`src/rtl/cpu_types_pkg.sv`:
```
// Shared CPU types: data word, memory-stage FSM states, stall counter width.
package cpu_types_pkg;

  localparam int STALL_CNT_W = 16;

  typedef logic [31:0] word_t;

  typedef enum logic [2:0] {
    IDLE   = 3'd0,
    ACCESS = 3'd1,
    DONE   = 3'd2,
    FLUSH  = 3'd3,
    HALTED = 3'd4
  } memstate_t;

  // Word accesses only: the two low address bits must be zero.
  function automatic logic is_aligned(input word_t addr);
    return (addr[1:0] == 2'b00);
  endfunction

endpackage

```
`src/rtl/sat_counter.sv`:
```
// Saturating up-counter: counts cycles with i_inc high, sticks at all-ones.
module sat_counter
  import cpu_types_pkg::*;
#(
  parameter int W = STALL_CNT_W
) (
  input  logic         CLK,
  input  logic         nRST,
  input  logic         i_inc,
  output logic [W-1:0] o_cnt
);

  logic [W-1:0] r_cnt;

  // Count up while enabled; hold once every bit is set so it never wraps.
  always_ff @(posedge CLK or negedge nRST) begin
    if (!nRST) begin
      r_cnt <= '0;
    end else if (i_inc && (r_cnt != {W{1'b1}})) begin
      r_cnt <= r_cnt + W'(1);
    end
  end

  assign o_cnt = r_cnt;

endmodule

```
`src/rtl/mem_access_ctrl.sv`:
```
// Memory-stage controller: turns EX/MEM load/store requests into dcache
// accesses, stalls the pipeline while they complete, and sequences the
// halt-time dcache flush.
//
// Handshake: a request is accepted in IDLE when an enable is set with a
// word-aligned address; it is then presented to the dcache from latched
// registers for as long as the FSM sits in ACCESS, and completes on the first
// cycle dhit is seen there. wb_valid_o is the one-cycle completion strobe.
module mem_access_ctrl
  import cpu_types_pkg::*;
(
  input  logic                   CLK,
  input  logic                   nRST,
  input  logic                   ex_DRen_i,
  input  logic                   ex_DWen_i,
  input  word_t                  ex_addr_i,
  input  word_t                  ex_store_i,
  input  logic                   ex_halt_i,
  output logic                   dmemREN,
  output logic                   dmemWEN,
  output word_t                  dmemaddr,
  output word_t                  dmemstore,
  input  logic                   dhit,
  input  word_t                  dmemload,
  output logic                   dcache_halt_o,
  input  logic                   flushed_i,
  output logic                   mem_stall_o,
  output logic                   wb_valid_o,
  output word_t                  wb_load_o,
  output logic                   halt_o,
  output logic                   align_err_o,
  output logic [STALL_CNT_W-1:0] stall_cnt_o,
  output memstate_t              dbg_state_o
);

  memstate_t r_state;
  memstate_t w_next;
  logic      r_is_wr;
  word_t     r_addr;
  word_t     r_data;
  word_t     r_wb_load;
  logic      w_any_en;
  logic      w_req;
  logic      w_misalign;

  assign w_any_en   = ex_DRen_i | ex_DWen_i;
  assign w_req      = w_any_en & is_aligned(ex_addr_i);
  assign w_misalign = w_any_en & ~is_aligned(ex_addr_i);

  // State register; reset drops any in-flight access immediately.
  always_ff @(posedge CLK or negedge nRST) begin
    if (!nRST) begin
      r_state <= IDLE;
    end else begin
      r_state <= w_next;
    end
  end

  // Latch the accepted request so the dcache sees stable values in ACCESS.
  always_ff @(posedge CLK or negedge nRST) begin
    if (!nRST) begin
      r_is_wr <= 1'b0;
      r_addr  <= '0;
      r_data  <= '0;
    end else if ((r_state == IDLE) && w_req) begin
      r_is_wr <= ex_DWen_i;
      r_addr  <= ex_addr_i;
      r_data  <= ex_store_i;
    end
  end

  // Capture load data on read completion; writes leave it untouched.
  always_ff @(posedge CLK or negedge nRST) begin
    if (!nRST) begin
      r_wb_load <= '0;
    end else if ((r_state == ACCESS) && dhit && !r_is_wr) begin
      r_wb_load <= dmemload;
    end
  end

  // Next-state and output decode; requests take priority over halt.
  always_comb begin
    w_next        = r_state;
    dmemREN       = 1'b0;
    dmemWEN       = 1'b0;
    dmemaddr      = '0;
    dmemstore     = '0;
    dcache_halt_o = 1'b0;
    mem_stall_o   = 1'b0;
    wb_valid_o    = 1'b0;
    halt_o        = 1'b0;
    align_err_o   = 1'b0;
    unique case (r_state)
      IDLE: begin
        if (w_req) begin
          mem_stall_o = 1'b1;
          w_next      = ACCESS;
        end else if (w_misalign) begin
          align_err_o = 1'b1;
        end else if (ex_halt_i) begin
          w_next = FLUSH;
        end
      end
      ACCESS: begin
        mem_stall_o = 1'b1;
        dmemREN     = ~r_is_wr;
        dmemWEN     = r_is_wr;
        dmemaddr    = r_addr;
        dmemstore   = r_data;
        if (dhit) begin
          w_next = DONE;
        end
      end
      DONE: begin
        wb_valid_o = 1'b1;
        w_next     = IDLE;
      end
      FLUSH: begin
        mem_stall_o   = 1'b1;
        dcache_halt_o = 1'b1;
        if (flushed_i) begin
          w_next = HALTED;
        end
      end
      HALTED: begin
        mem_stall_o   = 1'b1;
        dcache_halt_o = 1'b1;
        halt_o        = 1'b1;
      end
      default: begin
        w_next = IDLE;
      end
    endcase
  end

  assign wb_load_o   = r_wb_load;
  assign dbg_state_o = r_state;

  sat_counter #(
    .W(STALL_CNT_W)
  ) u_stall_cnt (
    .CLK   (CLK),
    .nRST  (nRST),
    .i_inc (mem_stall_o),
    .o_cnt (stall_cnt_o)
  );

endmodule

```
`config.mk`:
```
export PLATFORM = sky130hd
export DESIGN_NAME = mem_access_ctrl
export DESIGN_NICKNAME = d
export VERILOG_FILES = /design/src/rtl/cpu_types_pkg.sv /design/src/rtl/sat_counter.sv /design/src/rtl/mem_access_ctrl.sv
export SDC_FILE = /design/constraint.sdc
export NUM_CORES = 1
export LEC_CHECK = 0
export ABC_AREA = 1
export BUFFER_PORTS_ARGS = -buffer_cell sky130_fd_sc_hd__buf_2
export CAP_MARGIN = 40
export CORE_MARGIN = 8
export CORE_UTILIZATION = 47
export CTS_CLUSTER_DIAMETER = 60
export DETAILED_ROUTE_END_ITERATION = 16
export GPL_TIMING_DRIVEN = 0
export HOLD_SLACK_MARGIN = 0.15
export PLACE_DENSITY = 0.89
export SLEW_MARGIN = 5
export SYNTH_ARGS = -nofsm -noshare
export SYNTH_HDL_FRONTEND = slang
export SYNTH_SLANG_ARGS = --single-unit
```
`constraint.sdc`:
```
create_clock -name CLK -period 1.6 [get_ports CLK]
set_input_delay 0.24 -clock CLK [delete_from_list [all_inputs] [get_ports CLK]]
set_output_delay 0.24 -clock CLK [all_outputs]
set_load 0.02 [all_outputs]
```
==> key figures <==
Synthesis
  – Number of library cell types mapped by synthesis: 23
  – Synth Area in Compound Gates: 7.51%
  – Sequential fraction of the synthesis area: 53.8%
  – Yosys reg bits: 116
  – Synth Net Count: 783
  – Mapped Cells: 679
  – Mapped Area: 5400 um^2
  – Syn avg cell area: 7.95 um^2
  – Syn. warnings: 0
  – Simple-Gate Fraction of Synth Area: 28.0%
  – Post-synthesis mux area share: 0%
  – Largest family of logic cells by synthesized area: simple AND/OR/NAND/NOR gates
  – XOR/XNOR Fraction of Synth Area: 0.811%
  – Synth Area in Adders: 0.232%

Floorplan
  – I/O pins: 225
  – Die Width: 123 um
  – Die area: 15,200 um^2
  – Core area: 11,300 um^2
  – Initial Utilization: 47.7%
  – Die Y: 123 um
  – Std-Cell Rows: 39

Setup path
  – Critical Path Source: dbg_state_o[2]
  – Worst path arrival time: 1.82 ns
  – Max Fanout on Critical Path: 10
  – Worst EP required: 1.36 ns
  – Crit path kind: flip-flop to primary output
  – Worst R2R Start: dbg_state_o[0]
  – Crit. End Element: primary output
  – FF-to-FF setup slack: -0.27 ns
  – R2R depth: 9
  – CP Launch Type: flip-flop
  – R2r endpoint: r_addr[3]

Placed design
  – Hpwl dp: 11.8 mm
  – I/O Buffers: 223
  – DP Worst Slack: -0.154 ns
  – GPL Wtd Cong: 0.845

Layout
  – Commonest non-fill, non-tap cell in the layout: nand2_1
  – Filler Cell Count: 516
  – Synth-to-Final Area Change: 82.0%
  – Share of post-route cells with drive strength above 1: 40.0%
  – Sequential Area: 2900 um^2
  – Final nets: 1,149
  – Highest-count cells in the layout ignoring fill and taps: nand2_1, buf_2, dfrtp_1
  – Multi-input logic area: 2460 um^2
  – Final Core Density: 86.8%

Worst hold path
  – Hold Crit Start: ex_halt_i
  – WHS Path Cells: 5
  – Hold Path Sink: dbg_state_o[1]
  – Hold Path Class: primary input to flip-flop

STA
  – Hold Slack: 0.237 ns
  – Crit path time final: 2.06 ns
  – Crit share post-route: 129%
  – Post-route clock skew: 0.0117 ns
  – Setup tns final: -26.37 ns
  – Endpoints failing hold: 0
  – Fmax: 486 MHz
  – RSZ-0062 raised after global routing: true
  – PnR worst setup slack: -0.457 ns
  – Rel. slew slack: 58.3%
  – Worst slew pin tran: 0.619 ns
  – # setup viols final: 164
  – Slew Limit Fails: 0

Status
  – Violated checks: setup timing
  – Status: finished with violations

Power
  – Internal: 11,200 uW
  – PwrDens: 2050 nW/um^2
  – Seq pwr share: 25.6%
  – Clock power share: 20.8%
  – Comb pwr share: 53.7%
  – Leakage: 0.00494 uW
  – Sw Share: 44.2%
  – Net Sw Power: 8880 uW
  – Maximum VDD drop: 1.58 mV

Routing
  – Iteration-0 DRC Markers: 749
  – DR DRC count: 0
  – Vias/cell: 5.61
  – DR pass1 iterations: 5
  – Final WL: 27.7 mm
  – Antenna Nets Post-Route: 0
  – DR WL/cell: 23.0 um
  – Via Count: 6,772

GRT
  – Vias in the first global route: 6,414
  – First-pass GRT wire length: 34.2 mm
  – Largest net degree at the start of global routing: 85
  – Total gr overflow: 0
  – Initial antenna violation count: 4
  – GRT Util Overall: 29.7%

Clocking
  – Clock Tree Root: clkbuf_16
  – Clk_lat worst skew: 0.43 ns
  – CTS tree: yes
  – CTS Buf Count: 17
  – CTS Buffer Depth: 2
  – CTS sink cnt: 116
  – Clock transition at path regs: 0.05 ns
  – Htree depth: 4

Run
  – # Max-Cap Violations: 0
==> Yosys cell counts (all sizes together) <==
cell / count / share of area [%]
nor3: 1 / 0.093
ha: 1 / 0.23
nand4: 5 / 0.58
inv: 90 / 6.3
clkbuf: 5 / 0.35
o21ai: 75 / 7.5
nor2: 98 / 8.2
nand2: 211 / 15
xor2: 5 / 0.81
buf: 28 / 3.1
nand3: 44 / 4.1
dfrtp: 116 / 54
==> metrics by stage <==
stage | area (um^2) | std cells | total power, uW
global route | 9820 | 1204 | 20900
CTS | 9030 | 1188 | 17400
finish | 9830 | 1207 | 20100
global placement | 6700 | 1045 | 11200
detailed placement | 6730 | 1046 | 11500
floorplan | 5400 | 679 | 9170
==> sequential cells by signal (all words and copies together) (netlist names) <==
| signal | cells |
|---|---|
| r_is_wr | 1 |
| r_addr | 32 |
| r_data | 32 |
| wb_load_o | 32 |
| dbg_state_o | 3 |
| u_stall_cnt.o_cnt | 16 |
==> how the worst max path moves through the flow <==
stage	cells after the start	endpoint	slack, ns
6_report	8	dmemaddr[2]	-0.46
5_1_grt	8	dmemaddr[6]	-0.49
2_1_floorplan	7	dmemaddr[0]	-0.08
4_1_cts	8	dmemstore[24]	-0.31
3_3_place_gp	1	u_stall_cnt.o_cnt[0]	-1.34
3_5_place_dp	8	dmemaddr[17]	-0.15
==> cell type report <==
type	count	area share (%)
antenna	6	0.153
buffer	33	4.52
clock buffer	23	4.96
clock inverter	9	1.51
inverter	90	3.46
multi-input combinational	440	25.0
sequential	116	29.5
tap	143	1.82
timing repair buffer	347	29.0
==> cells by family (layout without fill, tap and decap cells) <==
family | Yosys count | after routing
buffers and inverters | 123 | 502
adder cells (fa/ha/maj) | 1 | 1
flip-flops | 116 | 116
other | 0 | 6
XOR/XNOR | 5 | 5
AO/OA/AOI/OAI | 75 | 75
AND/OR/NAND/NOR | 359 | 359
==> repair_timing <==
| action | 4_1_cts | 5_1_grt |
|---|---|---|
| endpoints found under the hold margin | 212 | 0 |
| pin swaps | 3 | 3 |
| buffers inserted | 11 | 7 |
| hold buffers | 97 | 0 |
| setup endpoints to repair | 70 | 184 |
| gates cloned | 2 | 7 |
| gates resized for setup | 184 | 168 |
==> critical path: stages (launching register included) <==
cell and delay, ns:
dfrtp_1 0.39, inv_2 0.09, nand2_4 0.06, nor2_4 0.11, inv_4 0.06, buf_12 0.15, buf_12 0.15, nor2_4 0.18
buf_6 0.18
==> power by group through the flow <==
stage          logic (uW)  registers, uW  clock network (uW)
6_report            10800           5150                4180
5_1_grt             11400           5200                4310
4_1_cts              8410           4870                4100
3_5_place_dp         6580           4920                   0
3_3_place_gp         6400           4830                   0
2_1_floorplan        3750           5420                   0
==> layer usage <==
metal / routed length (um) / track usage [%] / up-vias
met5: 13 / 0 / -
met3: 2840 / 9.63 / 174
met2: 14200 / 50.4 / 564
met1: 8830 / 31.4 / 3199
met4: 1900 / 19.0 / 2
li1: - / - / 2833
Power figures use the tool's default switching activity.
